==> src/rtl/udp_tx_arb.sv <==
// Round-robin, packet-locked arbiter that merges NUM_REQ byte streams into
// a single UDP transmit stream and latches each winner's destination port.
module udp_tx_arb #(
    parameter int unsigned NUM_REQ = 4,
    parameter int unsigned CNT_W   = 16
) (
    input  logic                    clk,
    input  logic                    reset,
    input  logic [8*NUM_REQ-1:0]    s_tdata_in,
    input  logic [NUM_REQ-1:0]      s_tvalid_in,
    input  logic [NUM_REQ-1:0]      s_tlast_in,
    input  logic [16*NUM_REQ-1:0]   s_dest_port_in,
    output logic [NUM_REQ-1:0]      s_tready_out,
    output logic [7:0]              m_tdata_out,
    output logic                    m_tvalid_out,
    output logic                    m_tlast_out,
    input  logic                    m_tready_in,
    output logic [15:0]             m_dest_port_out,
    output logic [NUM_REQ-1:0]      grant_out,
    output logic                    busy_out,
    output logic [CNT_W-1:0]        pkt_cnt_out
);

    localparam int unsigned IDX_W = $clog2(NUM_REQ);
    localparam logic [IDX_W-1:0] LAST_GRANT_RST = IDX_W'(NUM_REQ - 1);

    typedef enum logic {
        IDLE = 1'b0,
        XFER = 1'b1
    } state_t;

    state_t               state_q, state_d;
    logic [NUM_REQ-1:0]   grant_q, grant_d;
    logic [IDX_W-1:0]     gidx_q, gidx_d;
    logic [IDX_W-1:0]     last_grant_q, last_grant_d;
    logic [15:0]          dest_port_q, dest_port_d;
    logic [CNT_W-1:0]     pkt_cnt_q, pkt_cnt_d;

    logic [IDX_W-1:0]     cand;
    logic [IDX_W-1:0]     win_idx;
    logic                 win_found;
    logic                 last_beat;

    // Rotating priority search starting just after the previous winner
    always_comb begin
        win_found = 1'b0;
        win_idx   = '0;
        cand      = '0;
        for (int k = 1; k <= int'(NUM_REQ); k++) begin
            cand = IDX_W'((int'(last_grant_q) + k) % int'(NUM_REQ));
            if (!win_found && s_tvalid_in[cand]) begin
                win_found = 1'b1;
                win_idx   = cand;
            end
        end
    end

    // Stream mux: only the granted requester is connected while in XFER
    always_comb begin
        m_tdata_out  = '0;
        m_tvalid_out = 1'b0;
        m_tlast_out  = 1'b0;
        s_tready_out = '0;
        if (state_q == XFER) begin
            m_tdata_out  = s_tdata_in[{gidx_q, 3'b000} +: 8];
            m_tvalid_out = s_tvalid_in[gidx_q];
            m_tlast_out  = s_tlast_in[gidx_q];
            s_tready_out = grant_q & {NUM_REQ{m_tready_in}};
        end
    end

    assign last_beat = m_tvalid_out & m_tready_in & m_tlast_out;

    always_comb begin
        state_d      = state_q;
        grant_d      = grant_q;
        gidx_d       = gidx_q;
        last_grant_d = last_grant_q;
        dest_port_d  = dest_port_q;
        pkt_cnt_d    = pkt_cnt_q;
        case (state_q)
            IDLE: begin
                if (win_found) begin
                    state_d     = XFER;
                    gidx_d      = win_idx;
                    grant_d     = NUM_REQ'(1) << win_idx;
                    dest_port_d = s_dest_port_in[{win_idx, 4'b0000} +: 16];
                end
            end
            XFER: begin
                if (last_beat) begin
                    state_d      = IDLE;
                    grant_d      = '0;
                    last_grant_d = gidx_q;
                    pkt_cnt_d    = pkt_cnt_q + CNT_W'(1);
                end
            end
            default: state_d = IDLE;
        endcase
    end

    always_ff @(posedge clk or posedge reset) begin
        if (reset) begin
            state_q      <= IDLE;
            grant_q      <= '0;
            gidx_q       <= '0;
            last_grant_q <= LAST_GRANT_RST;
            dest_port_q  <= '0;
            pkt_cnt_q    <= '0;
        end else begin
            state_q      <= state_d;
            grant_q      <= grant_d;
            gidx_q       <= gidx_d;
            last_grant_q <= last_grant_d;
            dest_port_q  <= dest_port_d;
            pkt_cnt_q    <= pkt_cnt_d;
        end
    end

    assign grant_out       = grant_q;
    assign busy_out        = (state_q == XFER);
    assign m_dest_port_out = dest_port_q;
    assign pkt_cnt_out     = pkt_cnt_q;

endmodule

==> config.mk <==
export PLATFORM = sky130hd
export DESIGN_NAME = udp_tx_arb
export DESIGN_NICKNAME = d
export VERILOG_FILES = /design/src/rtl/udp_tx_arb.sv
export SDC_FILE = /design/constraint.sdc
export NUM_CORES = 1
export LEC_CHECK = 0
export BUFFER_PORTS_ARGS = -buffer_cell sky130_fd_sc_hd__buf_2
export CORE_MARGIN = 2
export CORE_UTILIZATION = 30
export DETAILED_ROUTE_END_ITERATION = 16
export SKIP_LAST_GASP = 1
export SLEW_MARGIN = 20
export SYNTH_ARGS = -nofsm -noshare
export SYNTH_HDL_FRONTEND = slang
export SYNTH_SLANG_ARGS = --single-unit
==> constraint.sdc <==
create_clock -name clk -period 2.5 [get_ports clk]
set_input_delay 0.375 -clock clk [delete_from_list [all_inputs] [get_ports clk]]
set_output_delay 0.375 -clock clk [all_outputs]
set_load 0.02 [all_outputs]
==> summary.txt, run 1 <==
STA
  – RSZ-0062 raised after global routing: false
  – Crit share post-route: around nine tenths
  – Clock Skew: 0.00805 ns
  – Worst Tran Pin Value: approximately 0.61 ns
  – Slew Limit Fails: 0
  – Crit path time final: 2.26 ns
  – Setup TNS: 0 ns
  – Final worst slack: between 0.2 and 0.25 ns
  – Hold Vio Cnt, Final: 0
  – Final setup viols: 0
  – Max Freq: roughly 440 MHz
  – Slew margin rel.: around three fifths

Die
  – Row count: 33
  – Die height: between 90 and 100 microns
  – Top Ports: approximately 160
  – Core Region: ~0.0083 sq mm
  – Full die area: between 0.009 and 0.01 sq mm
  – Initial Utilization: 31.3%
  – Die Width: 97.1 microns

Critical path
  – WP buf/inv: 1
  – Req. time, crit path: approximately 2.1 ns
  – Slowest CP cell: dfrtp_1
  – Endpoint class of the critical path: output port
  – Top delay family on crit path: flip-flops
  – Delay of the slowest critical-path stage: between 0.6 and 0.7 ns
  – Crit path launch type: flip-flop
  – Crit path kind: flip-flop to output port
  – Worst-path cell chain: mux4_2 -> and2_1 -> buf_2
  – WP depth: 3
  – Critical Path Fanout Max: 12
  – Worst path arrival time: 1.88 ns
  – Worst reg2reg setup slack: between 0.3 and 0.4 ns
  – R2R cell count: 4

Finish
  – Final instance area: roughly 0.0036 sq mm
  – # diodes: 0
  – Area Overhead vs Synth: 40.0%
  – Nets@finish: between 500 and 600
  – Layout cells sized above 1: a little under half

Logic synthesis
  – Commonest cells in the netlist: 39 x dfrtp_1, 28 x nor2_1, 22 x nand2_1
  – Post-synth ARST share: between 90% and 100%
  – Syn_nets: 374
  – Synth Register Bits: a little over 40
  – Yosys cell types: 43
  – Mean post-synth cell area: just under 10 sq um
  – Main synth FF type: dfrtp_1
  – Cell with the most instances after synthesis: dfrtp_1
  – Synth top area cells: dfrtp_1 38%, mux4_2 8.7%, mux2i_1 6.2%, a221oi_1 5.4%, nor2_1 4.0%
  – Syn Std Cell Area: between 0.002 and 0.003 sq mm
  – Seq/Total Area, Yosys: around two fifths
  – Cells after synthesis: 266
  – EDFF count, synth: 0
  – Synth warn: 0
  – Synth top area share: about 38%
  – Post-synth top area cell: dfrtp_1

Drt
  – Via count: 2734
  – Final WL: about 8000 microns
  – Drt first pass iters: 6
  – Drt drc: 0
  – Detail Route Antenna Nets: 0
  – Initial DRC count: between 100 and 150
  – DR WL/cell: 15.4 microns
  – Vias per cell: around 5.2

Clock tree
  – Total CTS buffers: 5
  – Clock Tree Buf Depth: 2
  – Clock Latency Late Sink: approximately 0.30 ns
  – CTS Sinks: 41
  – H-tree lvl count: 2
  – Root Buffer: clkbuf_8
  – Clk slew on worst S/H paths: ~0.080 ns
  – CTS Hold Bufs: 0
  – Post-CTS Setup Bufs: 0
  – # resized after CTS: 0
  – CTS tree: yes

Global route
  – Largest net degree at the start of global routing: 37
  – GRT Overall Usage: between 10% and 20%
  – Total grt overflow: 0
  – Vias in the first global route: ~2800
  – Global-route wire length before repair: around 13000 microns
  – Initial antenna violation count: 0

Placement
  – Routability Congestion: slightly above 0.8
  – PortBufs: between 150 and 200
  – Placement Setup Slack: 0.406 ns
  – Hpwl dp: ~6300 microns
  – DP Area: between 0.003 and 0.004 sq mm

Outcome
  – Status: finished clean

Pwr
  – Static Leak: roughly 1.8 nW
  – PwrDens: 1060 mW/mm^2
  – VDD IR max: between 0.3 and 0.4 mV

Job
  – Max Cap Violations: 0

Worst hold path
  – Tightest Hold Check Type: input pin to async pin
[worst paths after layout]
path | startpoint | end
min | reset | gidx_q[0]
min reg2reg | pkt_cnt_out[15] | pkt_cnt_out[15]
max in group asynchronous | reset | pkt_cnt_out[8]
min in group clk | s_dest_port_in[45] | m_dest_port_out[13]
max reg2reg | gidx_q[1] | pkt_cnt_out[1]
max | gidx_q[1] | m_tvalid_out
[logic make-up (layout without fill, tap and decap cells)]
kind of cell	Yosys count	in the layout	share of synthesized area [%]
AO/OA/AOI/OAI	64	64	16.7
XOR/XNOR	14	14	4.71
adder cells (fa/ha/maj)	1	1	0.481
buffers and inverters	21	178	3.75
flip-flops	41	41	39.5
multiplexers	29	29	16.1
AND/OR/NAND/NOR	96	96	18.7
[per-stage QoR]
stage | total power, mW | utilization [%] | cells | hold WS (ns)
2_1_floorplan | 2.59 | - | 266 | 0.538
5_1_grt | 4.16 | 43.9 | 528 | 0.187
3_5_place_dp | 3.26 | 42.3 | 520 | 0.460
6_report | 3.88 | 43.9 | 528 | 0.140
3_3_place_gp | 3.22 | 42.3 | 520 | 0.452
4_1_cts | 3.91 | 43.9 | 528 | 0.210
[where the power goes]
| part | total [mW] | switching [mW] | internal, mW |
|---|---|---|---|
| registers | 1.17 | 0.277 | 0.898 |
| clock network | 0.636 | 0.239 | 0.397 |
| logic | 2.06 | 1.17 | 0.892 |
[worst register-to-register path, cell delays in order, from the launching register on]
cell and delay [ns]:
dfrtp_1 0.65, mux4_2 0.59, and2_1 0.26, nand2_4 0.16
mux2_2 0.34
[state kept, by name (all words and copies together), names as in the netlist]
name / flops
m_dest_port_out: 16
gidx_q: 2
pkt_cnt_out: 16
grant_out: 4
busy_out: 1
last_grant_q: 2
[final cells by class]
class,instances,area [sq um]
repair buffers,166,853
clock buffers,5,68.8
well taps,105,131
multi-input cells,204,1480
flip-flops and latches,41,1030
fillers,832,4660
clock inverters,3,65.1
inverters,4,15.0
[cells in the final DEF (no fill, tap or decap), types with 3 or more instances in the layout]
master,instances
nor2_1,28
buf_4,9
o21ai_0,20
o22ai_1,16
nand4_1,4
xor2_1,9
inv_1,3
xnor2_1,5
nand2_1,22
a221oi_1,16
nor3_1,3
mux2_2,3
or2_2,3
and2_1,11
buf_2,157
nand3_1,8
dfrtp_1,39
mux2i_1,16
mux4_2,10
clkbuf_8,5
and3_1,4
[metal layers]
layer,GRT usage (%),share of wire (%)
met5,0,0
met4,5.63,1.8
met3,3.45,5.4
met2,29.6,50
met1,21.9,43
No activity file was read; power rests on OpenSTA's default activity.
==> inputs of run 2 (changes only) <==
Settings changed: CORE_UTILIZATION 30 to 44, PLACE_DENSITY from default to 0.81.
==> run 2 against run 1 <==
Effect of this change: critical path depth did not move; largest power group unchanged; critical endpoint unchanged; non-clock buffer count shrank 2; largest cell class unchanged; routed wire length fell by 4.7%; highest routed layer unchanged; worst hold slack improved by 0.021 ns.
==> summary.txt, run 2 (synthesized netlist as in run 1, its figures left out) <==
Job
  – Max Cap Violations: 0

Critical path
  – Req. time, crit path: about 2.1 ns
  – Worst-path cell chain: mux4_2 -> and2_1 -> buf_2
  – Worst reg2reg setup slack: ~0.33 ns
  – Worst path arrival time: around 1.9 ns
  – Slowest CP cell: dfrtp_1
  – Critical Path Fanout Max: 12
  – Delay of the slowest critical-path stage: 0.69 ns
  – Endpoint class of the critical path: output port
  – Crit path launch type: flip-flop
  – Crit path kind: flip-flop to output port

Pwr
  – Static Leak: 1.82 nW
  – PwrDens: approximately 1100 mW/mm^2
  – Pwr Total: ~3.8 mW
  – VDD IR max: 0.554 mV

Drt
  – Vias per cell: 5.56
  – Drt drc: 0
  – Final WL: around 7700 microns
  – Detail Route Antenna Nets: 0
  – Initial DRC count: about 140
  – Via count: around 2800
  – DR WL/cell: 15.6 microns
  – Drt first pass iters: 4

Die
  – Full die area: 0.00654 sq mm
  – Top Ports: roughly 160
  – Initial Utilization: between 40% and 50%
  – Die Width: between 80 and 90 microns
  – Row count: 28
  – Core Region: 0.00582 sq mm
  – Die height: between 80 and 90 microns

Outcome
  – Status: finished clean

Global route
  – Total grt overflow: 0
  – Global-route wire length before repair: ~12000 microns
  – Vias in the first global route: 2577
  – GRT Overall Usage: between 20% and 30%
  – Largest net degree at the start of global routing: 27
  – Initial antenna violation count: 0

Clock tree
  – Root Buffer: clkbuf_8
  – CTS Hold Bufs: 0
  – Clock Latency Late Sink: approximately 0.29 ns
  – CTS Sinks: between 40 and 50
  – Clock Tree Buf Depth: 2
  – Post-CTS Setup Bufs: 0
  – # resized after CTS: 0
  – Clk slew on worst S/H paths: ~0.080 ns
  – H-tree lvl count: 2
  – CTS tree: yes
  – Total CTS buffers: 5

Placement
  – Hpwl dp: between 5000 and 6000 microns
  – PortBufs: roughly 160
  – Routability Congestion: ~0.8

Finish
  – # diodes: 0
  – Fill count: 539
  – Nets@finish: roughly 530
  – Most frequent cells in the layout: 157 x buf_2, 39 x dfrtp_1, 28 x nor2_1
  – Area Overhead vs Synth: 37.5%
  – Layout cells sized above 1: ~46%
  – Most common cell after layout, fill and taps aside: buf_2

STA
  – Max Freq: about 430 MHz
  – Setup TNS: 0 ns
  – Clock Skew: 0.00461 ns
  – Crit path time final: 2.30 ns
  – Crit share post-route: 92.0%
  – Worst Tran Pin Value: 0.911 ns
  – RSZ-0062 raised after global routing: false
  – Slew margin rel.: about two fifths
  – Hold Vio Cnt, Final: 0
  – Final setup viols: 0
  – Slew Limit Fails: 0

Worst hold path
  – Tightest Hold Check Type: input pin to async pin
==> run 2: power by group <==
group | switching (mW) | internal, mW | total [mW]
registers | 0.275 | 0.898 | 1.17
clock network | 0.230 | 0.326 | 0.556
logic | 1.17 | 0.888 | 2.06
total | 1.67 | 2.11 | 3.78
==> run 2: stage by stage <==
stage / instances / utilization (%) / setup WS [ns] / area (sq um) / hold slack, ns
global placement: 488 / 59.4 / 0.219 / 3450 / 0.451
floorplan: 266 / - / 0.650 / 2600 / 0.538
detailed placement: 488 / 59.5 / 0.347 / 3460 / 0.469
global route: 496 / 61.5 / 0.122 / 3580 / 0.209
finish: 496 / 61.5 / 0.201 / 3580 / 0.161
CTS: 496 / 61.5 / 0.188 / 3580 / 0.184
==> run 2: path summary, 6_finish.rpt <==
| check | from | endpoint | depth (start not counted) |
|---|---|---|---|
| max in group asynchronous | reset | m_dest_port_out[6] | 3 |
| setup reg to reg | gidx_q[1] | pkt_cnt_out[1] | 4 |
| hold / removal | reset | pkt_cnt_out[13] | 2 |
| setup / recovery | gidx_q[1] | m_tvalid_out | 3 |
| hold reg to reg | pkt_cnt_out[15] | pkt_cnt_out[15] | 1 |
| min in group clk | s_dest_port_in[32] | m_dest_port_out[0] | 3 |
==> run 2: area by class of cell <==
cell class                 instances  area, sq um  share of cell area (%)
multi-input combinational        204         1490                    41.5
sequential                        41         1030                    28.8
timing repair buffer             164          838                    23.4
tap                               75         93.8                    2.62
clock buffer                       7         86.3                    2.41
clock inverter                     1         30.0                   0.839
inverter                           4         15.0                   0.420
==> run 2: critical path: cells and delay by family (launching register included) <==
kind | cells | cell delay [ns]
simple gates | 1 | 0.19
flops | 1 | 0.69
buf+inv | 1 | 0.16
mux | 1 | 0.60
==> run 2: routing by layer <==
layer | wire (microns) | vias up | global-route usage, %
met5 | 0 | - | 0
met4 | 108 | 0 | 8.31
met3 | 533 | 12 | 4.33
met2 | 3940 | 129 | 39.7
met1 | 3160 | 1318 | 29.8
li1 | - | 1298 | -
==> inputs of run 3 (changes only) <==
Settings changed: REMOVE_ABC_BUFFERS from default to 1.
==> run 3 against run 2 <==
Effect of this change: count of clock-buffer cells in the layout unchanged; core utilization decreased by 0.37 points; critical path depth increased by 1.
==> summary.txt, run 3 (synthesized netlist as in run 1, its figures left out) <==
STA
  – Setup TNS: 0 ns
  – Crit share post-route: roughly 90%
  – Slew Limit Fails: 0
  – Final worst slack: between 0.2 and 0.25 ns
  – Clock Skew: about 0.0057 ns
  – Hold Vio Cnt, Final: 0
  – Max Freq: between 400 and 500 MHz
  – Crit path time final: ~2.3 ns
  – Final setup viols: 0
  – RSZ-0062 raised after global routing: false
  – Worst Tran Pin Value: approximately 0.74 ns
  – Hold WS: between 0.15 and 0.2 ns
  – Slew margin rel.: 50.4%

Finish
  – Final Non-Filler Cells: between 400 and 500
  – # diodes: 0
  – Finished Core Util: about 61%
  – Fill count: ~540
  – Layout cells sized above 1: about 46%
  – Most frequent cells in the layout: 157 x buf_2, 39 x dfrtp_1, 28 x nor2_1
  – Nets@finish: ~530
  – Most common cell after layout, fill and taps aside: buf_2
  – Final instance area: 0.00356 sq mm
  – Area Overhead vs Synth: 36.7%

Global route
  – Vias in the first global route: 2561
  – Total grt overflow: 0
  – GRT Overall Usage: between 20 and 25%
  – Initial antenna violation count: 0
  – Global-route wire length before repair: roughly 12000 microns
  – Largest net degree at the start of global routing: 26

Placement
  – # placed instances: just under 500
  – DP Area: 0.00347 sq mm
  – PortBufs: about 160
  – Routability Congestion: around 0.8
  – Hpwl dp: between 5000 and 6000 microns
  – Placement Setup Slack: between 0.4 and 0.5 ns

Critical path
  – Crit path kind: flip-flop to output port
  – Worst-path cell chain: buf_4 -> mux4_2 -> and2_1 -> buf_2
  – Endpoint class of the critical path: output port
  – Worst path arrival time: 1.89 ns
  – Slowest CP cell: dfrtp_1
  – Delay of the slowest critical-path stage: approximately 0.57 ns
  – Req. time, crit path: 2.12 ns
  – Crit path launch type: flip-flop
  – Critical Path Fanout Max: 8

Clock tree
  – CTS Sinks: a little over 40
  – H-tree lvl count: 2
  – Clock Latency Late Sink: between 0.2 and 0.3 ns
  – CTS Hold Bufs: 0
  – CTS tree: yes
  – # resized after CTS: 0
  – Post-CTS Setup Bufs: 0
  – Clk slew on worst S/H paths: 0.08 ns
  – Root Buffer: clkbuf_8
  – Total CTS buffers: 5
  – Clock Tree Buf Depth: 2

Drt
  – Initial DRC count: about 160
  – Drt drc: 0
  – Vias per cell: 5.56
  – Final WL: about 7500 microns
  – Via count: about 2800
  – DR WL/cell: between 15 and 20 microns
  – Detail Route Antenna Nets: 0
  – Drt first pass iters: 5

Worst hold path
  – Tightest Hold Check Type: input pin to async pin

Die
  – Row count: 28
  – Full die area: about 0.0065 sq mm
  – Core Region: between 0.005 and 0.006 sq mm
  – Die height: between 80 and 90 microns
  – Top Ports: roughly 160
  – Initial Utilization: about 45%
  – Die Width: ~80 microns

Pwr
  – Static Leak: about 1.8 nW
  – PwrDens: 1020 mW/mm^2
  – Pwr Total: 3.63 mW
  – VDD IR max: 0.546 mV

Job
  – Max Cap Violations: 0

Outcome
  – Status: finished clean
run 3: cell types whose count changed in the layout (fill, tap and decap cells not counted):
| cell | delta |
|---|---|
| buf_12 | +1 |
| bufinv_16 | -1 |
| clkbuf_1 | +1 |
| clkbuf_8 | -1 |
| clkinv_1 | -1 |
| clkinv_2 | +1 |
| inv_1 | +1 |
| o2bb2ai_1 | +1 |
| o2bb2ai_2 | -1 |
run 3: cell type report:
class	count	area, sq um	area share [%]
well taps	75	93.8	2.64
clock inverters	1	5.00	0.141
inverters	4	15.0	0.422
repair buffers	165	858	24.1
flip-flops and latches	41	1030	28.9
multi-input cells	204	1480	41.6
clock buffers	7	76.3	2.15
run 3: worst max-delay path, delay by kind of cell, from the launching register on:
kind          cells  cell delay (ns)
mux               1             0.50
buf+inv           2             0.39
flops             1             0.57
simple gates      1             0.16
run 3: report_power, final:
part / leakage, nW / internal (mW) / switching [mW]
Combinational: 1.29 / 0.891 / 1.17
Clock: 0.0422 / 0.196 / 0.218
Sequential: 0.484 / 0.899 / 0.257
Total: 1.81 / 1.99 / 1.64
run 3: worst paths after layout:
check / from / endpoint / cells past startpoint / slack [ns]
setup / recovery: gidx_q[0] / m_tdata_out[3] / 4 / 0.23
hold / removal: reset / m_dest_port_out[13] / 2 / 0.20
setup reg to reg: gidx_q[0] / pkt_cnt_out[1] / 4 / 0.46
hold reg to reg: pkt_cnt_out[15] / pkt_cnt_out[15] / 1 / 0.48
max in group asynchronous: reset / last_grant_q[0] / 3 / 1.65
min in group clk: s_dest_port_in[36] / m_dest_port_out[4] / 3 / 0.38
run 3: layer usage:
metal | up-vias | routed length (microns) | track usage [%]
li1 | 1305 | - | -
met5 | - | 0 | 0
met4 | 0 | 85 | 6.44
met2 | 154 | 3910 | 41.7
met1 | 1296 | 2890 | 27.1
met3 | 6 | 648 | 4.67
